$ cat config.mk
export PLATFORM = sky130hd
export DESIGN_NAME = instr_fetch_unit
export DESIGN_NICKNAME = d
export VERILOG_FILES = /design/src/rtl/instr_fetch_unit.sv
export SDC_FILE = /design/constraint.sdc
export NUM_CORES = 1
export LEC_CHECK = 0
export ABC_AREA = 1
export CORE_MARGIN = 1.5
export CORE_UTILIZATION = 38
export DETAILED_ROUTE_END_ITERATION = 10
export PLACE_DENSITY = 0.78
export SLEW_MARGIN = 10
export SYNTH_ARGS = -nofsm -noshare
export SYNTH_HDL_FRONTEND = slang
export SYNTH_SLANG_ARGS = --single-unit
$ cat constraint.sdc
create_clock -name clk -period 2.6 [get_ports clk]
set_clock_uncertainty 0.15 [all_clocks]
set_input_delay 0.52 -clock clk [delete_from_list [all_inputs] [get_ports clk]]
set_output_delay 0.52 -clock clk [all_outputs]
set_load 0.005 [all_outputs]
$ cat src/rtl/instr_fetch_unit.sv
// instr_fetch_unit: fetch sequencer for the multicycle CPU.
// Reads the PC, fetches one word from instruction memory with a req/ack
// read, holds it in the instruction register for decode, and is the only
// writer of the program counter (PC+4 advance and branch/jump redirects).
// Optional feature macro: FETCH_TIMEOUT_EN adds a REQ timeout counter and a
// sticky FAULT state; without it REQ waits indefinitely and fetch_fault=0.
//
// Handshakes:
//   memory : mem_req/mem_addr are registered and held stable until a cycle
//            with mem_ack=1 while mem_req=1; mem_ack with mem_req=0 is ignored.
//   decode : ir is transferred in a cycle where ir_valid=1 and ir_ready=1;
//            ir and ir_valid hold while ir_valid=1 and ir_ready=0.
module instr_fetch_unit #(
  parameter logic [31:0] RESET_PC       = 32'h0000_0000,
  parameter int unsigned TIMEOUT_CYCLES = 255
) (
  input  logic        clk,
  input  logic        rst,
  input  logic [31:0] pc_in,
  output logic        pc_we,
  output logic [31:0] pc_next,
  output logic        mem_req,
  output logic [31:0] mem_addr,
  input  logic        mem_ack,
  input  logic [31:0] mem_rdata,
  output logic [31:0] ir,
  output logic        ir_valid,
  input  logic        ir_ready,
  input  logic        redirect,
  input  logic [31:0] redirect_pc,
  output logic        fetch_fault,
  output logic [1:0]  dbg_state
);

  typedef enum logic [1:0] {
    S_IDLE  = 2'd0,
    S_REQ   = 2'd1,
    S_HOLD  = 2'd2,
    S_FAULT = 2'd3
  } state_t;

  localparam logic [7:0] TIMEOUT_LIM = 8'(TIMEOUT_CYCLES);

  state_t      state_q, state_d;
  logic        mem_req_q, mem_req_d;
  logic [31:0] mem_addr_q, mem_addr_d;
  logic [31:0] ir_q, ir_d;
  logic        ir_valid_q, ir_valid_d;
  logic        squash_q, squash_d;

  logic        in_req;
  logic        in_hold;
  logic        ack_take;     // returned word is kept and PC advances
  logic        ack_drop;     // returned word belongs to a squashed path
  logic        redir_live;   // redirect is honoured this cycle
  logic        hold_leave;   // HOLD ends: decode took ir or it was killed
  logic        timeout_hit;

  assign in_req     = (state_q == S_REQ);
  assign in_hold    = (state_q == S_HOLD);
  assign ack_take   = in_req && mem_ack && !squash_q && !redirect;
  assign ack_drop   = in_req && mem_ack && (squash_q || redirect);
  assign redir_live = redirect && (in_req || in_hold);
  assign hold_leave = in_hold && (redirect || (ir_valid_q && ir_ready));

`ifdef FETCH_TIMEOUT_EN
  logic [7:0] cnt_q, cnt_d;
  logic       fetch_fault_q, fetch_fault_d;

  // The last cycle of a REQ that has run out of time without an ack.
  assign timeout_hit = in_req && !mem_ack && ((cnt_q + 8'd1) == TIMEOUT_LIM);

  // Counter restarts on every REQ entry and counts ack-less REQ cycles; fault is sticky.
  always_comb begin
    cnt_d         = cnt_q;
    fetch_fault_d = fetch_fault_q | timeout_hit;
    if (state_d == S_REQ && !in_req) begin
      cnt_d = 8'd0;
    end else if (ack_drop) begin
      cnt_d = 8'd0;
    end else if (in_req && !mem_ack) begin
      cnt_d = cnt_q + 8'd1;
    end
  end

  // Timeout counter and fault flag registers.
  always_ff @(posedge clk) begin
    if (rst) begin
      cnt_q         <= 8'd0;
      fetch_fault_q <= 1'b0;
    end else begin
      cnt_q         <= cnt_d;
      fetch_fault_q <= fetch_fault_d;
    end
  end

  assign fetch_fault = fetch_fault_q;
`else
  // Timeout limit has no consumer in this build.
  logic [7:0] unused_timeout_lim;
  assign unused_timeout_lim = TIMEOUT_LIM;
  assign timeout_hit        = 1'b0;
  assign fetch_fault        = 1'b0;
`endif

  // State and datapath registers; everything returns to reset values on rst.
  always_ff @(posedge clk) begin
    if (rst) begin
      state_q    <= S_IDLE;
      mem_req_q  <= 1'b0;
      mem_addr_q <= 32'h0000_0000;
      ir_q       <= 32'h0000_0000;
      ir_valid_q <= 1'b0;
      squash_q   <= 1'b0;
    end else begin
      state_q    <= state_d;
      mem_req_q  <= mem_req_d;
      mem_addr_q <= mem_addr_d;
      ir_q       <= ir_d;
      ir_valid_q <= ir_valid_d;
      squash_q   <= squash_d;
    end
  end

  // Next-state logic.
  always_comb begin
    state_d = state_q;
    case (state_q)
      S_IDLE:  state_d = S_REQ;
      S_REQ: begin
        if (ack_take) begin
          state_d = S_HOLD;
        end else if (ack_drop) begin
          state_d = S_REQ;
        end else if (timeout_hit) begin
          state_d = S_FAULT;
        end
      end
      S_HOLD:  if (hold_leave) state_d = S_REQ;
      S_FAULT: state_d = S_FAULT;
      default: state_d = S_IDLE;
    endcase
  end

  // Datapath next values: request address on REQ entry, IR capture, squash tracking.
  always_comb begin
    mem_req_d  = (state_d == S_REQ);
    mem_addr_d = mem_addr_q;
    ir_d       = ir_q;
    ir_valid_d = ir_valid_q;
    squash_d   = squash_q;

    if (state_q == S_IDLE) begin
      mem_addr_d = RESET_PC;
    end else if (ack_drop || hold_leave) begin
      // A redirect this cycle wins over the PC register, which only updates at the edge.
      mem_addr_d = redirect ? redirect_pc : pc_in;
    end

    if (ack_take) begin
      ir_d       = mem_rdata;
      ir_valid_d = 1'b1;
    end else if (hold_leave) begin
      ir_valid_d = 1'b0;
    end

    if (in_req) begin
      if (mem_ack) begin
        squash_d = 1'b0;
      end else if (redirect) begin
        squash_d = 1'b1;
      end
    end
  end

  // Combinational PC write port; redirect has priority over sequential advance.
  always_comb begin
    pc_we   = !rst && (redir_live || ack_take);
    pc_next = 32'h0000_0000;
    if (pc_we) begin
      pc_next = redirect ? redirect_pc : (pc_in + 32'd4);
    end
  end

  assign mem_req   = mem_req_q;
  assign mem_addr  = mem_addr_q;
  assign ir        = ir_q;
  assign ir_valid  = ir_valid_q;
  assign dbg_state = state_q;

endmodule

# Word-level counts from Yosys, hierarchy flattened
# Index checks and enable logic that the tools add are counted.
dict set report classes {
  addsub 1
  n_eq_ne 4
  muxes 11
  n_reduce_logical 21
}
# op count
set op_table {}
lappend op_table {{$mux 32} 3}
lappend op_table {{$add 32x3->32 const B} 1}
lappend op_table {{$logic_and 1x1->1} 8}
lappend op_table {{$pmux 2 s4} 1}
lappend op_table {{$mux 2} 3}
lappend op_table {{$logic_or 1x1->1} 5}
lappend op_table {{$eq 2x1->1 const B} 2}
lappend op_table {{$eq 2x2->1 const B} 2}
lappend op_table {{$mux 1} 4}
lappend op_table {{$reduce_bool 2->1} 2}
lappend op_table {{$logic_not 1->1} 3}
lappend op_table {{$logic_not 2->1} 1}
lappend op_table {{$reduce_and 2->1} 1}
lappend op_table {{$reduce_or 2->1} 1}
dict set report word_totals {
  reg_bits 69
  inputBits 101
}

# Depth between registers and ports, before layout
dict set report depth {
  ltp_word 7
  mapped_depth 10
  depth_no_buf 10
}

# Worst setup path after synthesis
# Ideal clock, no wire load.
dict set report synth_timing {
  path_type {input to output}
  start {input pc_in[2]}
  end {output pc_next[22]}
  arrival_ns 1.426
  path_slack_ns 0.504
  cell_stages 9
  path_cell_list {ha_1 > nand2_1 > nor2_4 > nand2_2 > nor2_1 > nand2_1 > nand2_1 > nand2_1 > nor2_1}
}
dict set report synth_between {
  elab_chain_cells 3
}
# item line
set synth_lines {}
lappend synth_lines {{start: declaration} 19} ;# input logic [31:0] pc_in,
lappend synth_lines {{$add 32x3->32} 181} ;# pc_next = redirect ? redirect_pc : (pc_in + 32'd4);
lappend synth_lines {{$mux 32} 181}
lappend synth_lines {{$mux 32} 180} ;# if (pc_we) begin
lappend synth_lines {{end: declaration} 21} ;# output logic [31:0] pc_next,
# Every way passes these cells.

# Final worst setup path
dict set report layout_timing {
  start {register state_q[0] (netlist: dbg_state[0])}
  end {output pc_next[27]}
}
dict set report layout_between {
  elab_chain_cells 7
}
# item line
set layout_lines {}
lappend layout_lines {{start: declaration} 44} ;# state_t state_q, state_d;
lappend layout_lines {{start signal: assignment} 116} ;# state_q <= state_d;
lappend layout_lines {{$eq 2x1->1} 59} ;# assign in_req = (state_q == S_REQ);
lappend layout_lines {{$logic_and 1x1->1 (3 in a row)} 61} ;# assign ack_take = in_req && mem_ack && !squash_q && !redirect;
lappend layout_lines {{$logic_or 1x1->1 (*)} 178} ;# pc_we = !rst && (redir_live || ack_take);
lappend layout_lines {{$logic_and 1x1->1 (*)} 178}
lappend layout_lines {{$mux 32 (*)} 180}
# Every way passes the cells marked *; elsewhere a longest branch is shown, timed or not.

==> metrics.csv <==
metric,value,unit
number of buffers on the longest clock path,2,
Max H-tree Level,3,
iteration count of the initial detailed-routing pass,5,
share of the cycle needed by the critical path after routing,1.02,
height of the die,103,µm
area used by multi-input combinational logic,2410,µm²
insertion delay of the later-clocked pin in the worst-skew pair,0.35,ns
post-place setup slack,-0.668,ns
number of nets in the layout,1030,
number of vias in the routed layout,5356,
post-layout worst setup margin,-0.0584,ns
count of pins over their slew limit,0,
min Tclk post-route,2.66,ns
GRT overflow,0,
die width,103,µm
final setup violation count,14,
total power density per cell area,406,nW/µm²
standard cell with the maximum stage delay on the critical path,sky130_fd_sc_hd__dfxtp_4,
result of the run,"complete, but fails checks",
Global Route Usage Sum,0.308,
wire length of the first global-routing pass,25000,µm
Routed WL per cell,15.6,µm
final hold violation count,0,
num rows,36,
Mapped Area,3790,µm²
count of mapped cells out of synthesis,603,
area of the placeable core,9730,µm²
weighted congestion reported at the end of routability-driven placement,0.949,
failing checks,setup timing,
most common cell type on the critical path,sky130_fd_sc_hd__buf_6,
via/cell ratio,5.04,
flop and latch count out of synthesis,69,
CP startpoint kind,flip-flop,
Ant. Diodes,0,
setup TNS,-0.420,ns
area growth from synthesis to layout,92.4,%
maximum fanout along the worst path,5,
Overall Power,2960,µW
endpoint arrival time on the critical path,1.99,ns
clock buffer count from CTS,9,
DRC violation total after the first TritonRoute iteration,202,
type of the worst setup path,reg -> out,
Leak Pwr,0.00323,µW
Buffers on Ports,201,
number of warnings reported in the yosys synthesis log,0,
Max VDD drop,0.000229,V
path type of the worst min-delay path,reg -> reg,
clock transition at the registers of the reported paths,0.08,ns
Mapped Nets,709,
"Req. time, crit path",1.93,ns
footprint of the flip-flops and latches,1390,µm²
die outline area,10600,µm²
filler cell count,788,
Detailed Route WL,16600,µm
HPWL Detailed,12300,µm
kind of cell with the highest combined delay on the critical path,buffers and inverters,
number of design rule violations left after detail routing,0,
via count of the first global-routing pass,5237,
Top Ports,203,
average instance area after synthesis,6.28,µm²
proportion of layout cells with a drive suffix above 1,0.299,
WP buf/inv,5,
clock sink total,69,
share of the yosys chip area belonging to registers,0.365,
max-capacitance violation count,0,
buffer cell driving the clock tree root,sky130_fd_sc_hd__clkbuf_8,
starting density of the core,0.389,
antenna violations before repair,0,
TritonCTS clock tree,built,
achievable frequency,376,MHz
cells along the critical path,inv_4 -> ha_4 -> nand2_4 -> a21oi_4 -> buf_12 -> buf_6 -> buf_6 -> nand2_1 -> nor2_1 -> buf_2,
post-synth cell types,27,
worst stage delay on the critical path,0.39,ns
number of routed nets with antenna violations,0,
pin count of the biggest net entering global routing,39,
RSZ-0062 raised after global routing,yes,
hold buffer count at cts,0,
capturing element type of the critical path,output pin,
-- stage by stage --
step	cell area, µm²	utilization	instances	hold WS [ns]
6_report	7280	0.749	1062	0.319
5_1_grt	7280	0.749	1062	0.339
4_1_cts	7230	0.744	1061	0.323
3_5_place_dp	6670	0.686	1020	0.310
3_3_place_gp	6670	0.686	1020	0.304
2_1_floorplan	3790	-	603	0.307
-- Yosys cell counts --
cell,instances,area (µm²)
sky130_fd_sc_hd__nand3_1,15,75.1
sky130_fd_sc_hd__nor2_2,2,12.5
sky130_fd_sc_hd__a21oi_1,41,205
sky130_fd_sc_hd__dfxtp_1,69,1380
sky130_fd_sc_hd__inv_1,41,154
sky130_fd_sc_hd__a31oi_1,16,100
sky130_fd_sc_hd__nor3_1,8,40.0
sky130_fd_sc_hd__a21oi_4,1,16.3
sky130_fd_sc_hd__nor2_4,2,22.5
sky130_fd_sc_hd__nand2_1,142,533
sky130_fd_sc_hd__o21a_1,1,7.51
sky130_fd_sc_hd__clkbuf_1,11,41.3
sky130_fd_sc_hd__nand4_1,4,25.0
sky130_fd_sc_hd__and2_1,1,6.26
sky130_fd_sc_hd__buf_6,2,22.5
sky130_fd_sc_hd__buf_2,10,50.1
sky130_fd_sc_hd__mux2i_1,1,10.0
sky130_fd_sc_hd__nand2_2,5,31.3
sky130_fd_sc_hd__ha_1,5,62.6
sky130_fd_sc_hd__nor2_1,131,492
sky130_fd_sc_hd__conb_1,1,3.75
sky130_fd_sc_hd__o21ai_0,83,415
sky130_fd_sc_hd__or2_2,1,6.26
sky130_fd_sc_hd__buf_4,4,30.0
sky130_fd_sc_hd__inv_2,2,7.51
sky130_fd_sc_hd__nand3b_1,3,22.5
sky130_fd_sc_hd__a211oi_2,1,12.5
-- layout by cell type (no fill, tap or decap), types with 6 or more instances in the layout --
master                            count
sky130_fd_sc_hd__a21oi_1             30
sky130_fd_sc_hd__a21oi_2             10
sky130_fd_sc_hd__a31oi_1             16
sky130_fd_sc_hd__buf_2               31
sky130_fd_sc_hd__buf_4              120
sky130_fd_sc_hd__buf_6               12
sky130_fd_sc_hd__clkbuf_2             6
sky130_fd_sc_hd__clkbuf_8            10
sky130_fd_sc_hd__clkdlybuf4s50_1    145
sky130_fd_sc_hd__dfxtp_1             67
sky130_fd_sc_hd__dlygate4sd2_1       17
sky130_fd_sc_hd__inv_1               36
sky130_fd_sc_hd__nand2_1            121
sky130_fd_sc_hd__nand2_2             22
sky130_fd_sc_hd__nand3_1             13
sky130_fd_sc_hd__nor2_1             109
sky130_fd_sc_hd__nor2_2              13
sky130_fd_sc_hd__nor2_4              13
sky130_fd_sc_hd__nor3_1               6
sky130_fd_sc_hd__o21ai_0             71
sky130_fd_sc_hd__o21ai_1              6
sky130_fd_sc_hd__o21ai_2              6
-- logic make-up (layout without fill, tap and decap cells) --
kind of cell,Yosys count,in the layout,synth area share
muxes,1,1,0.00264
other,1,1,0.000990
and+or+nand+nor,314,314,0.334
buffers and inverters,70,396,0.0806
AOI/OAI and AO/OA,143,143,0.200
adders and majority gates,5,5,0.0165
DFF,69,69,0.365
-- state kept, by name, summed over array words and instances, names as in the netlist --
name	cells
dbg_state	2
ir	32
ir_valid	1
mem_addr	32
mem_req	1
squash_q	1
-- worst reg2reg max path, cell delays in order (launching register included) --
cell and delay (ns):
sky130_fd_sc_hd__dfxtp_2 0.35, sky130_fd_sc_hd__inv_4 0.05, sky130_fd_sc_hd__ha_4 0.16, sky130_fd_sc_hd__nand2_2 0.06, sky130_fd_sc_hd__inv_2 0.05, sky130_fd_sc_hd__nand2_4 0.06
sky130_fd_sc_hd__buf_4 0.10, sky130_fd_sc_hd__buf_4 0.29, sky130_fd_sc_hd__o21ai_0 0.14, sky130_fd_sc_hd__nor3_1 0.32, sky130_fd_sc_hd__nor2_1 0.08, sky130_fd_sc_hd__nor2_1 0.10
-- layer usage --
metal  GRT usage  vias to the layer above  routed length (µm)
li1            -                     2596                   -
met1       0.346                     2473                6480
met2       0.557                      239                8380
met3      0.0712                       48                1220
met4       0.131                        0                 546
met5           0                        -                   0
-- final timing paths --
kind / start / end / slack (ns) / cells past startpoint
hold reg to reg: mem_addr[10]$_SDFFE_PP0P_ / mem_addr[10]$_SDFFE_PP0P_ / 0.32 / 2
setup reg to reg: dbg_state[1]$_SDFF_PP0_ / mem_req$_SDFF_PP0_ / 0.64 / 11
setup / recovery: dbg_state[0]$_SDFF_PP0_ / pc_next[27] / -0.06 / 10
hold / removal: mem_addr[10]$_SDFFE_PP0P_ / mem_addr[10]$_SDFFE_PP0P_ / 0.32 / 2
-- area by class of cell --
| cell class | instances | share of cell area |
|---|---|---|
| tap | 133 | 0.0228 |
| clock buffer | 10 | 0.0189 |
| multi-input combinational | 464 | 0.331 |
| sequential | 69 | 0.190 |
| timing repair buffer | 337 | 0.401 |
| inverter | 43 | 0.0234 |
| clock inverter | 6 | 0.0129 |
-- repair_timing --
item | 4_1_cts | 5_1_grt
pin swaps | 32 | 20
setup buffers | 26 | 2
gates resized for setup | 240 | 45
endpoints found under the setup margin | 33 | 33
-- power breakdown --
part,switching [µW],internal [µW]
Combinational,367,440
Clock,453,573
Sequential,24.6,1100
Total,845,2110
No activity file was read; power rests on OpenSTA's default activity.
